--- config.mk ---
export PLATFORM = sky130hd
export DESIGN_NAME = multicycle_control
export DESIGN_NICKNAME = d
export VERILOG_FILES = /design/src/rtl/multicycle_control_pkg.sv /design/src/rtl/multicycle_control_classifier.sv /design/src/rtl/multicycle_control.sv
export SDC_FILE = /design/constraint.sdc
export NUM_CORES = 1
export LEC_CHECK = 0
export BUFFER_PORTS_ARGS = -buffer_cell sky130_fd_sc_hd__buf_2
export CORE_UTILIZATION = 61
export CTS_BUF_LIST = sky130_fd_sc_hd__clkbuf_8
export DETAILED_ROUTE_END_ITERATION = 8
export PLACE_DENSITY = 0.93
export SETUP_SLACK_MARGIN = 0.5
export SLEW_MARGIN = 30
export SYNTH_ARGS = -nofsm -noshare
export SYNTH_HDL_FRONTEND = slang
export SYNTH_SLANG_ARGS = --single-unit
--- constraint.sdc ---
create_clock -name clk -period 4.6 [get_ports clk]
set_input_delay 1.15 -clock clk [delete_from_list [all_inputs] [get_ports clk]]
set_output_delay 1.15 -clock clk [all_outputs]
set_load 0.01 [all_outputs]
--- src/rtl/multicycle_control_pkg.sv ---
// Shared constants for the multicycle controller: states, instruction classes,
// opcode patterns, control codes and the per-class EXEC decode table.
package multicycle_control_pkg;

    localparam int OP_BITS = 11;

    typedef enum logic [2:0] {
        ST_FETCH  = 3'd0,
        ST_DECODE = 3'd1,
        ST_EXEC   = 3'd2,
        ST_MEM    = 3'd3,
        ST_WB     = 3'd4,
        ST_FAULT  = 3'd5
    } state_t;

    typedef enum logic [3:0] {
        CL_R     = 4'd0,  CL_RS    = 4'd1,  CL_I     = 4'd2,  CL_IS    = 4'd3,
        CL_CMP   = 4'd4,  CL_CMPI  = 4'd5,  CL_LOAD  = 4'd6,  CL_STORE = 4'd7,
        CL_CBZ   = 4'd8,  CL_CBNZ  = 4'd9,  CL_B     = 4'd10, CL_BCOND = 4'd11,
        CL_ILLEGAL = 4'd12
    } op_class_t;

    localparam logic [1:0] ALU_ADD   = 2'b00;
    localparam logic [1:0] ALU_PASS  = 2'b01;
    localparam logic [1:0] ALU_FUNCT = 2'b10;

    localparam logic [2:0] BR_NONE   = 3'b000;
    localparam logic [2:0] BR_UNCOND = 3'b001;
    localparam logic [2:0] BR_COND   = 3'b010;
    localparam logic [2:0] BR_CBZ    = 3'b011;
    localparam logic [2:0] BR_CBNZ   = 3'b100;

    localparam logic [1:0] FC_NONE    = 2'b00;
    localparam logic [1:0] FC_ILLEGAL = 2'b01;
    localparam logic [1:0] FC_IMEM    = 2'b10;
    localparam logic [1:0] FC_DMEM    = 2'b11;

    // Opcode values; the masks mark which bits are significant for that format.
    localparam logic [OP_BITS-1:0] M_R  = 11'b111_1111_1111;
    localparam logic [OP_BITS-1:0] M_I  = 11'b111_1111_1110;
    localparam logic [OP_BITS-1:0] M_CB = 11'b111_1111_1000;
    localparam logic [OP_BITS-1:0] M_B  = 11'b111_1110_0000;

    localparam logic [OP_BITS-1:0] OP_ADD   = 11'b100_0101_1000;
    localparam logic [OP_BITS-1:0] OP_SUB   = 11'b110_0101_1000;
    localparam logic [OP_BITS-1:0] OP_AND   = 11'b100_0101_0000;
    localparam logic [OP_BITS-1:0] OP_ORR   = 11'b101_0101_0000;
    localparam logic [OP_BITS-1:0] OP_ADDS  = 11'b101_0101_1000;
    localparam logic [OP_BITS-1:0] OP_ANDS  = 11'b111_0101_0000;
    localparam logic [OP_BITS-1:0] OP_SUBS  = 11'b111_0101_1000;
    localparam logic [OP_BITS-1:0] OP_ADDI  = 11'b100_1000_1000;
    localparam logic [OP_BITS-1:0] OP_SUBI  = 11'b110_1000_1000;
    localparam logic [OP_BITS-1:0] OP_ADDIS = 11'b101_1000_1000;
    localparam logic [OP_BITS-1:0] OP_SUBIS = 11'b111_1000_1000;
    localparam logic [OP_BITS-1:0] OP_LDUR  = 11'b111_1100_0010;
    localparam logic [OP_BITS-1:0] OP_STUR  = 11'b111_1100_0000;
    localparam logic [OP_BITS-1:0] OP_CBZ   = 11'b101_1010_0000;
    localparam logic [OP_BITS-1:0] OP_CBNZ  = 11'b101_1010_1000;
    localparam logic [OP_BITS-1:0] OP_B     = 11'b000_1010_0000;
    localparam logic [OP_BITS-1:0] OP_BCOND = 11'b010_1010_0000;

    typedef struct packed {
        logic       alu_src;
        logic [1:0] alu_op;
        logic       readreg2;
        logic       update_sreg;
        logic [2:0] branch_op;
    } exec_ctrl_t;

    function automatic logic op_match(input logic [OP_BITS-1:0] op,
                                      input logic [OP_BITS-1:0] val,
                                      input logic [OP_BITS-1:0] mask);
        return ((op ^ val) & mask) == '0;
    endfunction

    function automatic exec_ctrl_t exec_ctrl(input op_class_t c);
        exec_ctrl_t x;
        x = '0;
        case (c)
            CL_R:             x.alu_op = ALU_FUNCT;
            CL_RS, CL_CMP:    begin x.alu_op = ALU_FUNCT; x.update_sreg = 1'b1; end
            CL_I:             begin x.alu_src = 1'b1; x.alu_op = ALU_FUNCT; end
            CL_IS, CL_CMPI:   begin x.alu_src = 1'b1; x.alu_op = ALU_FUNCT; x.update_sreg = 1'b1; end
            CL_LOAD:          x.alu_src = 1'b1;
            CL_STORE:         begin x.alu_src = 1'b1; x.readreg2 = 1'b1; end
            CL_CBZ:           begin x.alu_op = ALU_PASS; x.readreg2 = 1'b1; x.branch_op = BR_CBZ; end
            CL_CBNZ:          begin x.alu_op = ALU_PASS; x.readreg2 = 1'b1; x.branch_op = BR_CBNZ; end
            CL_B:             begin x.alu_op = ALU_PASS; x.branch_op = BR_UNCOND; end
            CL_BCOND:         begin x.alu_op = ALU_PASS; x.branch_op = BR_COND; end
            default:          x = '0;
        endcase
        return x;
    endfunction

    function automatic logic branch_taken(input op_class_t c, input logic flags_taken);
        case (c)
            CL_B:           return 1'b1;
            CL_BCOND,
            CL_CBZ:         return flags_taken;
            CL_CBNZ:        return !flags_taken;
            default:        return 1'b0;
        endcase
    endfunction

endpackage

--- src/rtl/multicycle_control_classifier.sv ---
// Combinational opcode-to-class decode; anything not listed is ILLEGAL.
module opcode_classifier
    import multicycle_control_pkg::*;
#(
    parameter int OPCODE_W = 11
) (
    input  logic [OPCODE_W-1:0] opcode,
    output op_class_t           op_class
);

    logic [OP_BITS-1:0] op;
    assign op = opcode[OPCODE_W-1 -: OP_BITS];

    always_comb begin
        op_class = CL_ILLEGAL;
        if (op_match(op, OP_ADD, M_R) || op_match(op, OP_SUB, M_R) ||
            op_match(op, OP_AND, M_R) || op_match(op, OP_ORR, M_R))
            op_class = CL_R;
        else if (op_match(op, OP_ADDS, M_R) || op_match(op, OP_ANDS, M_R))
            op_class = CL_RS;
        else if (op_match(op, OP_SUBS, M_R))
            op_class = CL_CMP;
        else if (op_match(op, OP_ADDI, M_I) || op_match(op, OP_SUBI, M_I))
            op_class = CL_I;
        else if (op_match(op, OP_ADDIS, M_I))
            op_class = CL_IS;
        else if (op_match(op, OP_SUBIS, M_I))
            op_class = CL_CMPI;
        else if (op_match(op, OP_LDUR, M_R))
            op_class = CL_LOAD;
        else if (op_match(op, OP_STUR, M_R))
            op_class = CL_STORE;
        else if (op_match(op, OP_CBZ, M_CB))
            op_class = CL_CBZ;
        else if (op_match(op, OP_CBNZ, M_CB))
            op_class = CL_CBNZ;
        else if (op_match(op, OP_B, M_B))
            op_class = CL_B;
        else if (op_match(op, OP_BCOND, M_CB))
            op_class = CL_BCOND;
    end

endmodule

--- src/rtl/multicycle_control.sv ---
// Multicycle FETCH/DECODE/EXEC/MEM/WB controller with memory-handshake timeouts
// and a sticky FAULT state. All control outputs are registered.
module multicycle_control
    import multicycle_control_pkg::*;
#(
    parameter int OPCODE_W    = 11,
    parameter int MEM_TIMEOUT = 16,
    parameter int CNT_W       = 5
) (
    input  logic                clk,
    input  logic                reset,
    input  logic [OPCODE_W-1:0] opcode,
    input  logic                imem_ready,
    input  logic                dmem_ready,
    input  logic                flags_taken,
    output logic                pc_write,
    output logic                ir_write,
    output logic                imem_req,
    output logic                mem_read,
    output logic                mem_write,
    output logic                mem_to_reg,
    output logic                reg_write,
    output logic                alu_src,
    output logic [1:0]          alu_op,
    output logic                update_sreg,
    output logic                readreg2_control,
    output logic [2:0]          branch_op,
    output logic                fault,
    output logic [1:0]          fault_code,
    output logic                busy
);

    localparam logic [CNT_W-1:0] CNT_LAST = CNT_W'(MEM_TIMEOUT - 1);

    state_t     state;
    op_class_t  cls_d, cls_q;
    exec_ctrl_t ex_d;
    logic [CNT_W-1:0] cnt;

    opcode_classifier #(.OPCODE_W(OPCODE_W)) u_classifier (
        .opcode   (opcode),
        .op_class (cls_d)
    );

    assign ex_d = exec_ctrl(cls_d);
    assign busy = (state != ST_FETCH);

    // Each edge computes the next state together with the outputs that state
    // presents, so outputs change only with state and never glitch on opcode.
    always_ff @(posedge clk) begin
        if (reset) begin
            state            <= ST_FETCH;
            cls_q            <= CL_ILLEGAL;
            cnt              <= '0;
            pc_write         <= 1'b0;
            ir_write         <= 1'b0;
            imem_req         <= 1'b0;
            mem_read         <= 1'b0;
            mem_write        <= 1'b0;
            mem_to_reg       <= 1'b0;
            reg_write        <= 1'b0;
            alu_src          <= 1'b0;
            alu_op           <= ALU_ADD;
            update_sreg      <= 1'b0;
            readreg2_control <= 1'b0;
            branch_op        <= BR_NONE;
            fault            <= 1'b0;
            fault_code       <= FC_NONE;
        end else begin
            pc_write         <= 1'b0;
            ir_write         <= 1'b0;
            imem_req         <= 1'b0;
            mem_read         <= 1'b0;
            mem_write        <= 1'b0;
            mem_to_reg       <= 1'b0;
            reg_write        <= 1'b0;
            alu_src          <= 1'b0;
            alu_op           <= ALU_ADD;
            update_sreg      <= 1'b0;
            readreg2_control <= 1'b0;
            branch_op        <= BR_NONE;
            case (state)
                ST_FETCH: begin
                    // The first cycle out of reset only raises the request;
                    // ready is honoured only while a request is outstanding.
                    if (!imem_req) begin
                        imem_req <= 1'b1;
                    end else if (imem_ready) begin
                        state    <= ST_DECODE;
                        ir_write <= 1'b1;
                        pc_write <= 1'b1;
                    end else if (cnt == CNT_LAST) begin
                        state      <= ST_FAULT;
                        fault      <= 1'b1;
                        fault_code <= FC_IMEM;
                    end else begin
                        cnt      <= cnt + CNT_W'(1);
                        imem_req <= 1'b1;
                    end
                end
                ST_DECODE: begin
                    cls_q <= cls_d;
                    if (cls_d == CL_ILLEGAL) begin
                        state      <= ST_FAULT;
                        fault      <= 1'b1;
                        fault_code <= FC_ILLEGAL;
                    end else begin
                        state            <= ST_EXEC;
                        alu_src          <= ex_d.alu_src;
                        alu_op           <= ex_d.alu_op;
                        readreg2_control <= ex_d.readreg2;
                        update_sreg      <= ex_d.update_sreg;
                        branch_op        <= ex_d.branch_op;
                        pc_write         <= branch_taken(cls_d, flags_taken);
                    end
                end
                ST_EXEC: begin
                    cnt <= '0;
                    case (cls_q)
                        CL_R, CL_RS, CL_I, CL_IS: begin
                            state     <= ST_WB;
                            reg_write <= 1'b1;
                        end
                        CL_LOAD: begin
                            state    <= ST_MEM;
                            mem_read <= 1'b1;
                        end
                        CL_STORE: begin
                            state     <= ST_MEM;
                            mem_write <= 1'b1;
                        end
                        default: begin
                            state    <= ST_FETCH;
                            imem_req <= 1'b1;
                        end
                    endcase
                end
                ST_MEM: begin
                    if (dmem_ready) begin
                        if (cls_q == CL_LOAD) begin
                            state      <= ST_WB;
                            reg_write  <= 1'b1;
                            mem_to_reg <= 1'b1;
                        end else begin
                            state    <= ST_FETCH;
                            imem_req <= 1'b1;
                            cnt      <= '0;
                        end
                    end else if (cnt == CNT_LAST) begin
                        state      <= ST_FAULT;
                        fault      <= 1'b1;
                        fault_code <= FC_DMEM;
                    end else begin
                        cnt       <= cnt + CNT_W'(1);
                        mem_read  <= (cls_q == CL_LOAD);
                        mem_write <= (cls_q == CL_STORE);
                    end
                end
                ST_WB: begin
                    state    <= ST_FETCH;
                    imem_req <= 1'b1;
                    cnt      <= '0;
                end
                default: state <= ST_FAULT;
            endcase
        end
    end

endmodule

==> impl_metrics.ini <==
[final_layout]
nNetsFinal = 252
largest_register_ffs = 5
largest_registers = cnt (5), cls_q (4)
n_antenna_cell = 0
largest_register = cnt
final_layout_size_suffix_gt1_share_pct = 24.15
area_growth_pct = 15.56
fillCellCount = 196

[die]
num_rows = 18
dieArea_sq_mm = 0.003037
die-width_microns = 55.11
die_h_microns = 55.11
io_pins = 35
core_area_sq_mm = 0.002567
start_util_pct = 67.01

[worst_setup_path]
crit_path_max_incr_delay_ps = 600
end_kind = output port
worstPathBufferInverterCount = 2
worstPathMaxFanout = 15
cp_cell_sequence = inv_1, nand3_1, buf_2
arrival_ps = 1500
cp.required_ps = 3450
cp_slowest_cell = dfxtp_1
path_delay_family = flip-flops
worstSetupPathType = register to output port
start_kind = register

[global_route]
grt_pass1_wl_microns = 6051
grt_max_degree = 16
grt_antenna_before_repair = 0
overflow = 0
track_usage_pct = 28.79
grt_pass1_vias = 1388

[pwr]
power_density_mw_per_mm2 = 336.9
peakVddDrop_mv = 0.4550
p_leak_nw = 0.8454
power_mw = 0.6697

[timing]
setup_tns_ps = 0
max_freq_mhz = 377.4
worst_pin_slew_ps = 612.6
min_period_ps = 2650
slew-limit-headroom_pct = 58.81
finalSetupViolations = 0
rsz0062_at_grt = no
fin_skew_ps = 7.374
maxSlewViolCount = 0
fin_crit_sh_pct = 57.60
hold_violations = 0

[cts]
cts_tree = built
cts.clk_slew.worst_paths_ps = 60
cts_setup_buffers = 0
postCtsHoldBufs = 0
cts_resized = 0
htree_levels = 2
cts_buffer_depth = 2
numCtsBuffers = 5
cts_root_buf = clkbuf_8
cts.sinks = 30
worstSkewPairLatency_ps = 290

[logic_synthesis]
synth_seq_area_share_pct = 34.91
synth_top_area_share_pct = 34.91
synthTopCellsByArea = dfxtp_1 (35%), nor2_1 (4.4%), a21oi_1 (3.5%)
synthDistinctLibCells = 61
synth_nets = 220
synth_seq_cells = 30
syn_avg_cell_area_sq_um = 8.475
synth_area_sq_mm = 0.001720
synth-async-reset-ratio_pct = 0
synth-main-ff-cell = dfxtp_1
synth.largest_area_cell = dfxtp_1
synth_common_cells = dfxtp_1 (30), nor2_1 (20), nand2_1 (14), inv_1 (13), a21oi_1 (12)
ys.warnings.count = 0
synth-edff-count = 0
synthMostInstantiatedCell = dfxtp_1
synthCells = 203

[detailed_routing]
wire_per_inst_microns = 14.25
wirelength_microns = 3790
via_count = 1658
drtAntennaViolNets = 0
drt_pre_antenna_iters = 5
via_per_inst = 6.233
drc = 0
drt_iter0_drc = 66

[outcome]
status = completed

[min_path]
hold_class = register to register

[placement]
gp_congestion = 0.9262
port_buffers = 34
dp_hpwl_microns = 2844

[flow_run]
cap_viol_max_count = 0
[worst register-to-register path, delay by kind of cell (launching register included)]
kind	cells	cell delay (ps)
DFF	1	620
AOI/OAI and AO/OA	2	360
and+or+nand+nor	3	970
[routing by layer]
metal / share of wire, % / vias to the layer above / global-route usage [%]
met5: 0 / - / 0
met4: 2.0 / 0 / 12.50
met3: 8.8 / 10 / 11.48
met2: 43 / 77 / 41.37
met1: 46 / 750 / 37.60
li1: - / 821 / -
[area by class of cell]
type	count	area (sq um)	share of cell area (%)
clock inverters	3	40.04	2.014
inverters	13	48.80	2.454
clock buffers	5	68.82	3.461
repair buffers	34	170.2	8.559
well taps	30	37.54	1.888
flip-flops and latches	30	600.6	30.21
multi-input cells	151	1022	51.42
[logic make-up after synthesis]
family | share of synthesized area [%]
compound gates | 25.16
xor+xnor | 2.037
fa+ha+maj | 0.7272
buf+inv | 5.673
flops | 34.91
mux | 0.5818
simple gates | 30.91
[per-stage QoR]
stage                     cell area (sq um)  setup WS [ps]  instances  util [%]  hold slack (ps)
after floorplan                        1720           2087        203         -            458.3
after global placement                 1879           1947        258     73.20            459.0
after detailed placement               1879           1917        258     73.20            475.2
after CTS                              1988           1955        266     77.44            484.4
after global routing                   1988           1799        266     77.44            493.8
final                                  1988           1950        266     77.44            481.0
[where the power goes]
group | leakage, nW | switching (mW) | internal [mW]
Sequential | 0.243 | 0.0189 | 0.276
Combinational | 0.544 | 0.0681 | 0.0506
Clock | 0.0579 | 0.0973 | 0.159
Total | 0.845 | 0.184 | 0.485
[cells in the final DEF (no fill, tap or decap), types with 3 or more instances in the layout]
| cell | Yosys | final |
|---|---|---|
| clkbuf_8 | 0 | 5 |
| dfxtp_1 | 30 | 30 |
| nand2b_1 | 3 | 3 |
| nand2_1 | 14 | 14 |
| inv_1 | 13 | 13 |
| o21ai_0 | 11 | 11 |
| nor2_1 | 20 | 20 |
| o31ai_1 | 4 | 4 |
| o21a_1 | 4 | 4 |
| nor3_1 | 6 | 6 |
| or3_1 | 4 | 4 |
| and4b_1 | 3 | 3 |
| a21oi_1 | 12 | 12 |
| nor3b_1 | 3 | 3 |
| nand4bb_1 | 4 | 4 |
| a31oi_1 | 4 | 4 |
| buf_2 | 3 | 34 |
| and3b_1 | 3 | 3 |
| nand3_1 | 5 | 5 |
[worst paths after layout]
check | startpoint | to | slack, ps | cells after the start
max reg2reg | state[0]$_SDFFE_PP0N_ | fault_code[1]$_SDFFE_PP0P_ | 2570 | 5
max | state[1]$_SDFFE_PP0N_ | busy | 1950 | 3
min reg2reg | cnt[4]$_SDFFE_PP0P_ | cnt[4]$_SDFFE_PP0P_ | 480 | 1
min | cnt[4]$_SDFFE_PP0P_ | cnt[4]$_SDFFE_PP0P_ | 480 | 1
(Power assumes the default switching activity.)
